--- config.mk ---
export PLATFORM = sky130hd
export DESIGN_NAME = systolic_feed_ctrl
export DESIGN_NICKNAME = d
export VERILOG_FILES = /design/src/rtl/systolic_feed_ctrl.sv
export SDC_FILE = /design/constraint.sdc
export NUM_CORES = 1
export LEC_CHECK = 0
export CAP_MARGIN = 20
export CORE_MARGIN = 5
export CORE_UTILIZATION = 37
export DETAILED_ROUTE_END_ITERATION = 8
export GPL_ROUTABILITY_DRIVEN = 0
export PLACE_DENSITY_LB_ADDON = 0.1
export SLEW_MARGIN = 10
export SYNTH_ARGS = -nofsm -noshare
export SYNTH_HDL_FRONTEND = slang
export SYNTH_SLANG_ARGS = --single-unit
export TNS_END_PERCENT = 5
--- constraint.sdc ---
create_clock -name clk -period 2.3 [get_ports clk]
set_input_delay 0.46 -clock clk [delete_from_list [all_inputs] [get_ports clk]]
set_output_delay 0.46 -clock clk [all_outputs]
set_load 0.005 [all_outputs]
--- src/rtl/systolic_feed_ctrl.sv ---
// Read sequencer feeding the systolic array edge: streams addresses 0..LENGTH-1 to all
// operand banks, absorbs the 1-cycle RAM read latency and presents one row-vector per beat.
module systolic_feed_ctrl #(
    parameter int DATA_W   = 16,
    parameter int ADDR_W   = 4,
    parameter int LENGTH   = 16,
    parameter int NUM_ROWS = 4
) (
    input  logic                       clk,
    input  logic                       rst,
    input  logic                       start,
    input  logic                       stall,
    output logic                       ram_en,
    output logic [ADDR_W-1:0]          ram_addr,
    input  logic [NUM_ROWS*DATA_W-1:0] ram_do,
    output logic [NUM_ROWS*DATA_W-1:0] feed_data,
    output logic                       feed_valid,
    output logic [ADDR_W:0]            beat_cnt,
    output logic                       busy,
    output logic                       done
);

    typedef enum logic [1:0] {
        IDLE  = 2'd0,
        RUN   = 2'd1,
        DRAIN = 2'd2,
        DONE  = 2'd3
    } state_t;

    localparam logic [ADDR_W-1:0] LAST_ADDR = ADDR_W'(LENGTH - 1);

    state_t state, state_nx;
    logic   rd_pending;
    logic   capture;
    logic   last_addr;

    assign capture   = rd_pending & ~stall;
    assign last_addr = (ram_addr == LAST_ADDR);
    assign busy      = (state != IDLE);
    assign done      = (state == DONE);

    always_ff @(posedge clk or posedge rst) begin
        if (rst) begin
            state <= IDLE;
        end else begin
            state <= state_nx;
        end
    end

    // DRAIN only ever holds the final outstanding read, so its capture ends the run.
    always_comb begin
        state_nx = state;
        ram_en   = 1'b0;
        case (state)
            IDLE: begin
                if (start) state_nx = RUN;
            end
            RUN: begin
                ram_en = ~stall;
                if (~stall && last_addr) state_nx = DRAIN;
            end
            DRAIN: begin
                if (capture) state_nx = DONE;
            end
            DONE: begin
                state_nx = IDLE;
            end
            default: state_nx = IDLE;
        endcase
    end

    // Issue side: address walk and the read-in-flight flag
    always_ff @(posedge clk or posedge rst) begin
        if (rst) begin
            ram_addr   <= '0;
            rd_pending <= 1'b0;
        end else begin
            if (state == IDLE && start) begin
                ram_addr <= '0;
            end else if (ram_en && !last_addr) begin
                ram_addr <= ram_addr + 1'b1;
            end
            if (ram_en) begin
                rd_pending <= 1'b1;
            end else if (!stall) begin
                rd_pending <= 1'b0;
            end
        end
    end

    // Capture side: bank output is held by the RAM while stalled, so it is safe to take late
    always_ff @(posedge clk or posedge rst) begin
        if (rst) begin
            feed_data  <= '0;
            feed_valid <= 1'b0;
            beat_cnt   <= '0;
        end else begin
            feed_valid <= capture;
            if (capture) begin
                feed_data <= ram_do;
            end
            if (state == IDLE && start) begin
                beat_cnt <= '0;
            end else if (capture) begin
                beat_cnt <= beat_cnt + 1'b1;
            end
        end
    end

endmodule

* Word level (Yosys, flattened, before mapping) *
Index checks and enable logic that the tools add are counted.

storage, ports and cells
  flip-flop bits (word level) = 77
  output and inout port bits = 77
  word-level logic and storage cells = 38

operators by class
  $add $sub $neg = 2
  eq/ne operators = 8
  muxes and demuxes = 11
  bitwise operators = 2
  reductions and logical operators = 9

operators by type and width
  operator                                                count
  two-way mux 5 bit                                       2
  two-way mux 4 bit                                       2
  case mux 2 bit (4 select lines)                         1
  two-way mux 2 bit                                       3
  inequality test 2 bit (second input constant)           3
  nonzero test 2 bit                                      3
  adder 5 x 1 -> 5 bit (second input constant)            1
  adder 4 x 1 -> 4 bit (second input constant)            1
  equality test 2 bit (second input constant)             2
  equality test 4 bit (second input constant)             1
  logical AND 1 bit                                       3
  two-way mux 1 bit                                       3
  AND reduction 3 bit                                     1
  equality test 2 x 1 -> 1 bit (second input constant)    1
  logical NOT 2 bit                                       1
  inequality test 2 x 1 -> 1 bit (second input constant)  1
  bitwise AND 1 bit                                       1
  logical NOT 1 bit                                       1
  NOT 1 bit                                               1

* Logic depth before layout (Yosys ltp) *
Gate-level depths: netlist of run 1.

  depth after elaboration = 5
  mapped depth = 7
  depth with buffers taken out = 6

* Worst setup path before layout of run 1 *
OpenSTA, ideal clock, no wires.

  path kind = input to register
  from = input stall
  to = register state[1]
  setup time = 0.127 ns
  data arrival time = 1.452 ns
  setup slack = 0.720 ns
  stages = 4
  path buffers = 1
  cells stage by stage = nand2b_4 > buf_6 > a222oi_1 > mux2_1

between the ends
  word-level cells in the longest chain between the ends = 4
  elaborated cells between the ends (all ways) = 6
  classes of those cells = 2 x eq/ne; 2 x bitwise; 2 x reduce/logical

ends and longest elaborated chain
  what                                                           line    source
  start: declaration                                             12      input logic stall,
  NOT 1 bit *                                                    37, 60
  bitwise AND 1 bit / logical AND 1 bit (equally long branches)  37, 60
  inequality test 2 bit (no source line)                         n/a
  AND reduction 3 bit (no source line) *                         n/a
  end signal: assignment                                         46      state <= state_nx;
  end: declaration                                               32      state_t state, state_nx;

Every way passes the cells marked *; elsewhere a longest branch is shown, timed or not.
A chain may end at the register's enable or synchronous reset.

* Final worst setup path of run 1 *
  from = input stall
  to = output ram_en

between the ends
  word-level cells in the longest chain between the ends = 2

ends and longest elaborated chain
  what               line  source
  NOT 1 bit          59    ram_en = ~stall;
  two-way mux 1 bit  54    case (state)
  end: declaration   13    output logic ram_en,

Every way passes these cells.

==> impl_metrics.ini, run 1 <==
[synth]
syn_area_per_cell_um2 = 9.092
synth_ff_type = dfrtp_1
synth-seq-cells = 77
synth-edff-count = 0
synth_cells = 338
ys_types = 27
syn-num-nets = 413
async_flop_share_pct = 100.0
ys_warn_count = 0
yosysSeqAreaShare_pct = 62.70
syn_area_um2 = 3073

[critical_path]
critPathKind = input port to output pin
reg2reg_depth = 4
crit_buf_inv = 3
r2r_end = state[1]
rrSetupSlack_ns = 0.61
crit_chain = clkdlybuf4s50_1 -> nand2b_1 -> inv_1 -> clkdlybuf4s50_1
path_delay_family = buffers and inverters
cpMaxStageDelayCell = clkdlybuf4s50_1
rr_startpoint = state[0]
cp_max_fo = 5
end_kind = output pin
start_kind = input port
worst_ep_required_time_ns = 1.84
cp_common_cell = clkdlybuf4s50_1
critical-path-max-stage-delay_ns = 0.51
worstPathArrival_ns = 1.73

[sta]
max_freq_mhz = 457.0
fin_crit_ns = 2.188
slew_violations = 0
rsz0062_at_grt = false
hold_viol_final = 0
slew_headroom_pct = 66.71
fin_tns_setup_ns = 0
setup_ws_ns = 0.1117
skew_ns = 0.007492
worstMarginPinSlew_ns = 0.4983
setup_viol = 0
period_share_pct = 95.14

[die]
ioPinCount = 145
die-area_um2 = 10230
die_h_um = 101.1
fp.dieW_um = 101.1
floorplan.rows = 33
initial_utilization_pct = 37.78
coreArea_um2 = 8134

[layout]
n_antenna_cell = 0
final_cell_mix = 197 x nand2_1, 144 x clkdlybuf4s50_1, 77 x dfrtp_1
fillers = 762
area_growth_pct = 57.21
area.sequential_um2 = 1927
nets = 562
fin_area_um2 = 4831
final_util_pct = 59.39
stdcell_count = 596
final_common_cell = nand2_1
multi_input_area_um2 = 1056
drive_gt1_share_pct = 5.906

[detailed_routing]
ant_nets = 0
via_per_inst = 4.438
dr_total_vias = 2645
routedWlPerCell_um = 13.34
totalWireLength_um = 7949
drc = 0
dr.pass1.iters = 4
drtIter0Drc = 90

[power]
peakVddDrop_v = 0.0005349
power_leakage_nw = 2.357
p_per_area_nw_per_um2 = 1171

[global_route]
grt_usage_pct = 16.32
grt_pass1_wl_um = 13190
grt_pass1_vias = 2789
antenna_found_initial = 0
overflow = 0
grt_max_degree = 43

[min_path]
holdPathEnd = feed_data[52]
worstHoldStart = feed_data[52]
hold_path_class = flop to flop
hold_depth = 2

[cts]
htree_num_levels = 3
clock_latency_ns = 0.34
path_clk_slew_ns = 0.07
cts_num_sinks = 77
cts_buffers = 9
cts_buffer_depth = 2
root_buffer = clkbuf_8
cts_tree = done

[place]
port_buffers = 144
place_ws_ns = 0.1158
placed_cells = 581
place_area_um2 = 4663
hpwl_um = 5857

[outcome]
status = finished clean

[run]
cap_violations = 0
kinds of logic (layout without fill, tap and decap cells):
kind of cell	count (synthesis)	count (layout)	share of synthesized area [%]
and+or+nand+nor	215	215	27.81
DFF	77	77	62.70
buffers and inverters	22	175	3.013
AOI/OAI and AO/OA	13	13	2.362
adders and majority gates	7	7	2.850
xor gates and xnor gates	2	2	0.5701
muxes	2	2	0.6922
layer usage:
| layer | up-vias | GRT usage [%] | wire length [um] |
|---|---|---|---|
| li1 | 1335 | - | - |
| met1 | 1209 | 20.90 | 3423 |
| met2 | 93 | 24.90 | 3568 |
| met3 | 8 | 6.474 | 859 |
| met4 | 0 | 6.442 | 97 |
| met5 | - | 0 | 0 |
Yosys cell counts, types with 2 or more instances:
library cell | number | area share, %
dfrtp_1 | 77 | 63
or3_1 | 4 | 0.81
buf_2 | 2 | 0.33
nor2_1 | 4 | 0.49
ha_1 | 7 | 2.9
clkbuf_1 | 5 | 0.61
nand3b_1 | 2 | 0.49
a21oi_1 | 7 | 1.1
buf_1 | 7 | 0.86
o21ai_0 | 4 | 0.65
inv_1 | 6 | 0.73
nand3_1 | 2 | 0.33
nand2_1 | 197 | 24
area by class of cell:
class	count	area share [%]
clock buffer	10	2.849
inverter	7	0.6216
clock inverter	5	0.5698
timing repair buffer	153	31.49
multi-input combinational	239	21.86
tap	105	2.720
sequential	77	39.89
registers in the layout (all words and copies together) (netlist names):
signal      cells
beat_cnt        5
feed_data      64
feed_valid      1
ram_addr        4
rd_pending      1
state           2
metrics by stage:
stage	power, mW	hold slack (ns)
final	5.658	0.4781
after global placement	4.798	0.4562
after CTS	5.754	0.4812
after floorplan	3.225	0.4697
after global routing	6.145	0.4982
after detailed placement	4.855	0.4617
worst min-delay path: stages, from the launching register on:
cell and delay, ns:
dfrtp_1 0.34, nand2_1 0.05, nand2_1 0.05
power breakdown:
group          switching, mW  total, mW  internal, mW
registers              0.347       2.31          1.97
logic                  0.986       2.47          1.48
clock network          0.469      0.876         0.408
total                   1.80       5.66          3.86
timing repair:
item	CTS	global route
setup buffers	0	0
hold buffers	0	0
hold endpoints to repair	0	0
setup endpoints to repair	0	1
gates resized for setup	0	2
worst max path at each step:
stage	startpoint	to	slack [ns]	cells after the start
2_1_floorplan	stall	state[1]	0.72	4
3_3_place_gp	stall	ram_en	0.13	4
3_5_place_dp	stall	ram_en	0.12	4
4_1_cts	state[1]	ram_en	0.07	5
5_1_grt	state[1]	ram_en	0.02	5
6_report	stall	ram_en	0.11	4
(Power assumes the default switching activity.)
==> run 2, diff against run 1 <==
--- a/config.mk
+++ b/config.mk
@@ -10,6 +10,7 @@
 export CORE_UTILIZATION = 37
 export DETAILED_ROUTE_END_ITERATION = 8
 export GPL_ROUTABILITY_DRIVEN = 0
+export HOLD_SLACK_MARGIN = 0.05
 export PLACE_DENSITY_LB_ADDON = 0.1
 export SLEW_MARGIN = 10
 export SYNTH_ARGS = -nofsm -noshare
==> results of run 2 <==
Same layout as run 1: the final DEF is identical, and so are final timing and power.
==> run 3, diff against run 2 <==
--- a/config.mk
+++ b/config.mk
@@ -6,12 +6,12 @@
 export NUM_CORES = 1
 export LEC_CHECK = 0
 export CAP_MARGIN = 20
-export CORE_MARGIN = 5
 export CORE_UTILIZATION = 37
 export DETAILED_ROUTE_END_ITERATION = 8
 export GPL_ROUTABILITY_DRIVEN = 0
 export HOLD_SLACK_MARGIN = 0.05
 export PLACE_DENSITY_LB_ADDON = 0.1
+export SKIP_LAST_GASP = 1
 export SLEW_MARGIN = 10
 export SYNTH_ARGS = -nofsm -noshare
 export SYNTH_HDL_FRONTEND = slang
==> run 3 against run 2 <==
Sequential power is essentially flat. Wire length down 2.8%. Sequential cell count is the same. Count of clock-buffer cells in the layout is the same. Highest routed layer unchanged. First-iteration DRC count is 24% higher. Hold slack got worse by 0.0037 ns.
==> impl_metrics.ini, run 3 (synthesis gave the netlist of run 1 again) <==
[outcome]
status = finished clean

[cts]
path_clk_slew_ns = 0.07
root_buffer = clkbuf_8
cts_buffer_depth = 2
cts_buffers = 9
cts_tree = done
clock_latency_ns = 0.34
htree_num_levels = 3
cts_num_sinks = 77

[layout]
largest-register = feed_data
final_util_pct = 61.91
fillers = 718
n_antenna_cell = 0
top_regs = feed_data x64, beat_cnt x5, ram_addr x4
nets = 561
drive_gt1_share_pct = 5.703
stdcell_count = 593
area_growth_pct = 58.92
largest_register_ffs = 64
final_cell_mix = 197 x nand2_1, 144 x clkdlybuf4s50_1, 77 x dfrtp_1
fin_area_um2 = 4883
final_common_cell = nand2_1

[global_route]
grt_pass1_wl_um = 12680
grt_usage_pct = 18.83
grt_pass1_vias = 2740
grt_max_degree = 38
antenna_found_initial = 0
overflow = 0

[power]
power_leakage_nw = 2.367
peakVddDrop_v = 0.0005040
p_per_area_nw_per_um2 = 1185

[critical_path]
critPathKind = flop to output pin
worstPathArrival_ns = 1.72
rrSetupSlack_ns = 0.60
rr_startpoint = ram_addr[0]
reg2reg_depth = 4
end_kind = output pin
worst_ep_required_time_ns = 1.84
start_kind = flop
cp_max_fo = 4
startpoint = state[1]
r2r_end = state[1]

[place]
port_buffers = 144
place_ws_ns = 0.1269
hpwl_um = 5525
placed_cells = 577
place_area_um2 = 4690

[sta]
slew_headroom_pct = 66.70
worstMarginPinSlew_ns = 0.4984
slew_violations = 0
skew_ns = 0.004646
fin_crit_ns = 2.181
max_freq_mhz = 458.6
rsz0062_at_grt = false
period_share_pct = 94.81
setup_ws_ns = 0.1194
hold_viol_final = 0
fin_tns_setup_ns = 0
setup_viol = 0

[detailed_routing]
drt-met1-wl_um = 3319
drc = 0
top_layer_used = met4
via_per_inst = 4.573
wl_met2_um = 3550
ant_nets = 0
dr_total_vias = 2712
dr_wl_met3_um = 730
dr.pass1.iters = 4
drtIter0Drc = 112
routedWlPerCell_um = 13.03
totalWireLength_um = 7724

[die]
ioPinCount = 145
die-area_um2 = 8674
coreArea_um2 = 7888
fp.dieW_um = 93.14
initial_utilization_pct = 38.96
die_h_um = 93.14
floorplan.rows = 32

[min_path]
holdPathEnd = feed_data[38]
hold_path_class = flop to flop
worstHoldStart = feed_data[38]
hold_depth = 2

[run]
cap_violations = 0
[run 3: cell count changes in the layout (fill, tap and decap cells not counted), sizes merged]
cell	delta
clkinvlp	+1
clkinv	-1
bufinv	+1
buf	-1
[run 3: how the worst max path moves through the flow]
stage               end
3_3_place_gp     ram_en
6_report         ram_en
5_1_grt          ram_en
2_1_floorplan  state[1]
3_5_place_dp     ram_en
4_1_cts          ram_en
[run 3: metrics by stage]
step	hold WS, ns	total power [mW]
5_1_grt	0.4995	6.252
3_3_place_gp	0.4568	4.790
6_report	0.4744	5.789
2_1_floorplan	0.4697	3.225
4_1_cts	0.4798	5.879
3_5_place_dp	0.4611	4.861
[run 3: cell type report]
type / instances / area, um^2 / area share [%]
clock buffer: 10 / 127.6 / 2.613
clock inverter: 6 / 63.81 / 1.307
inverter: 7 / 30.03 / 0.6149
multi-input combinational: 239 / 1056 / 21.62
sequential: 77 / 1927 / 39.46
tap: 102 / 127.6 / 2.613
timing repair buffer: 152 / 1551 / 31.77
[run 3: worst max-delay path, cell delays in order, from the launching register on]
cell and delay, ns:
dfrtp_1 0.42, inv_2 0.09, ha_2 0.19, nand2b_1 0.07, inv_1 0.11, clkdlybuf4s50_1 0.51
[run 3: power by group]
group,switching [mW],internal (mW),total [mW]
sequential,0.354,1.97,2.32
clock,0.491,0.500,0.990
combinational,0.981,1.50,2.48
total,1.83,3.96,5.79
[run 3: layer usage]
metal | global-route usage (%) | vias up
li1 | - | 1339
met1 | 23.79 | 1254
met2 | 30.21 | 109
met3 | 5.610 | 10
met4 | 7.692 | 0
met5 | 0 | -
[run 3: what timing repair did]
| action | 4_1_cts | 5_1_grt |
|---|---|---|
| hold buffers | 0 | 0 |
| buffers inserted | 0 | 0 |
| setup endpoints to repair | 0 | 1 |
| gates resized for setup | 0 | 2 |
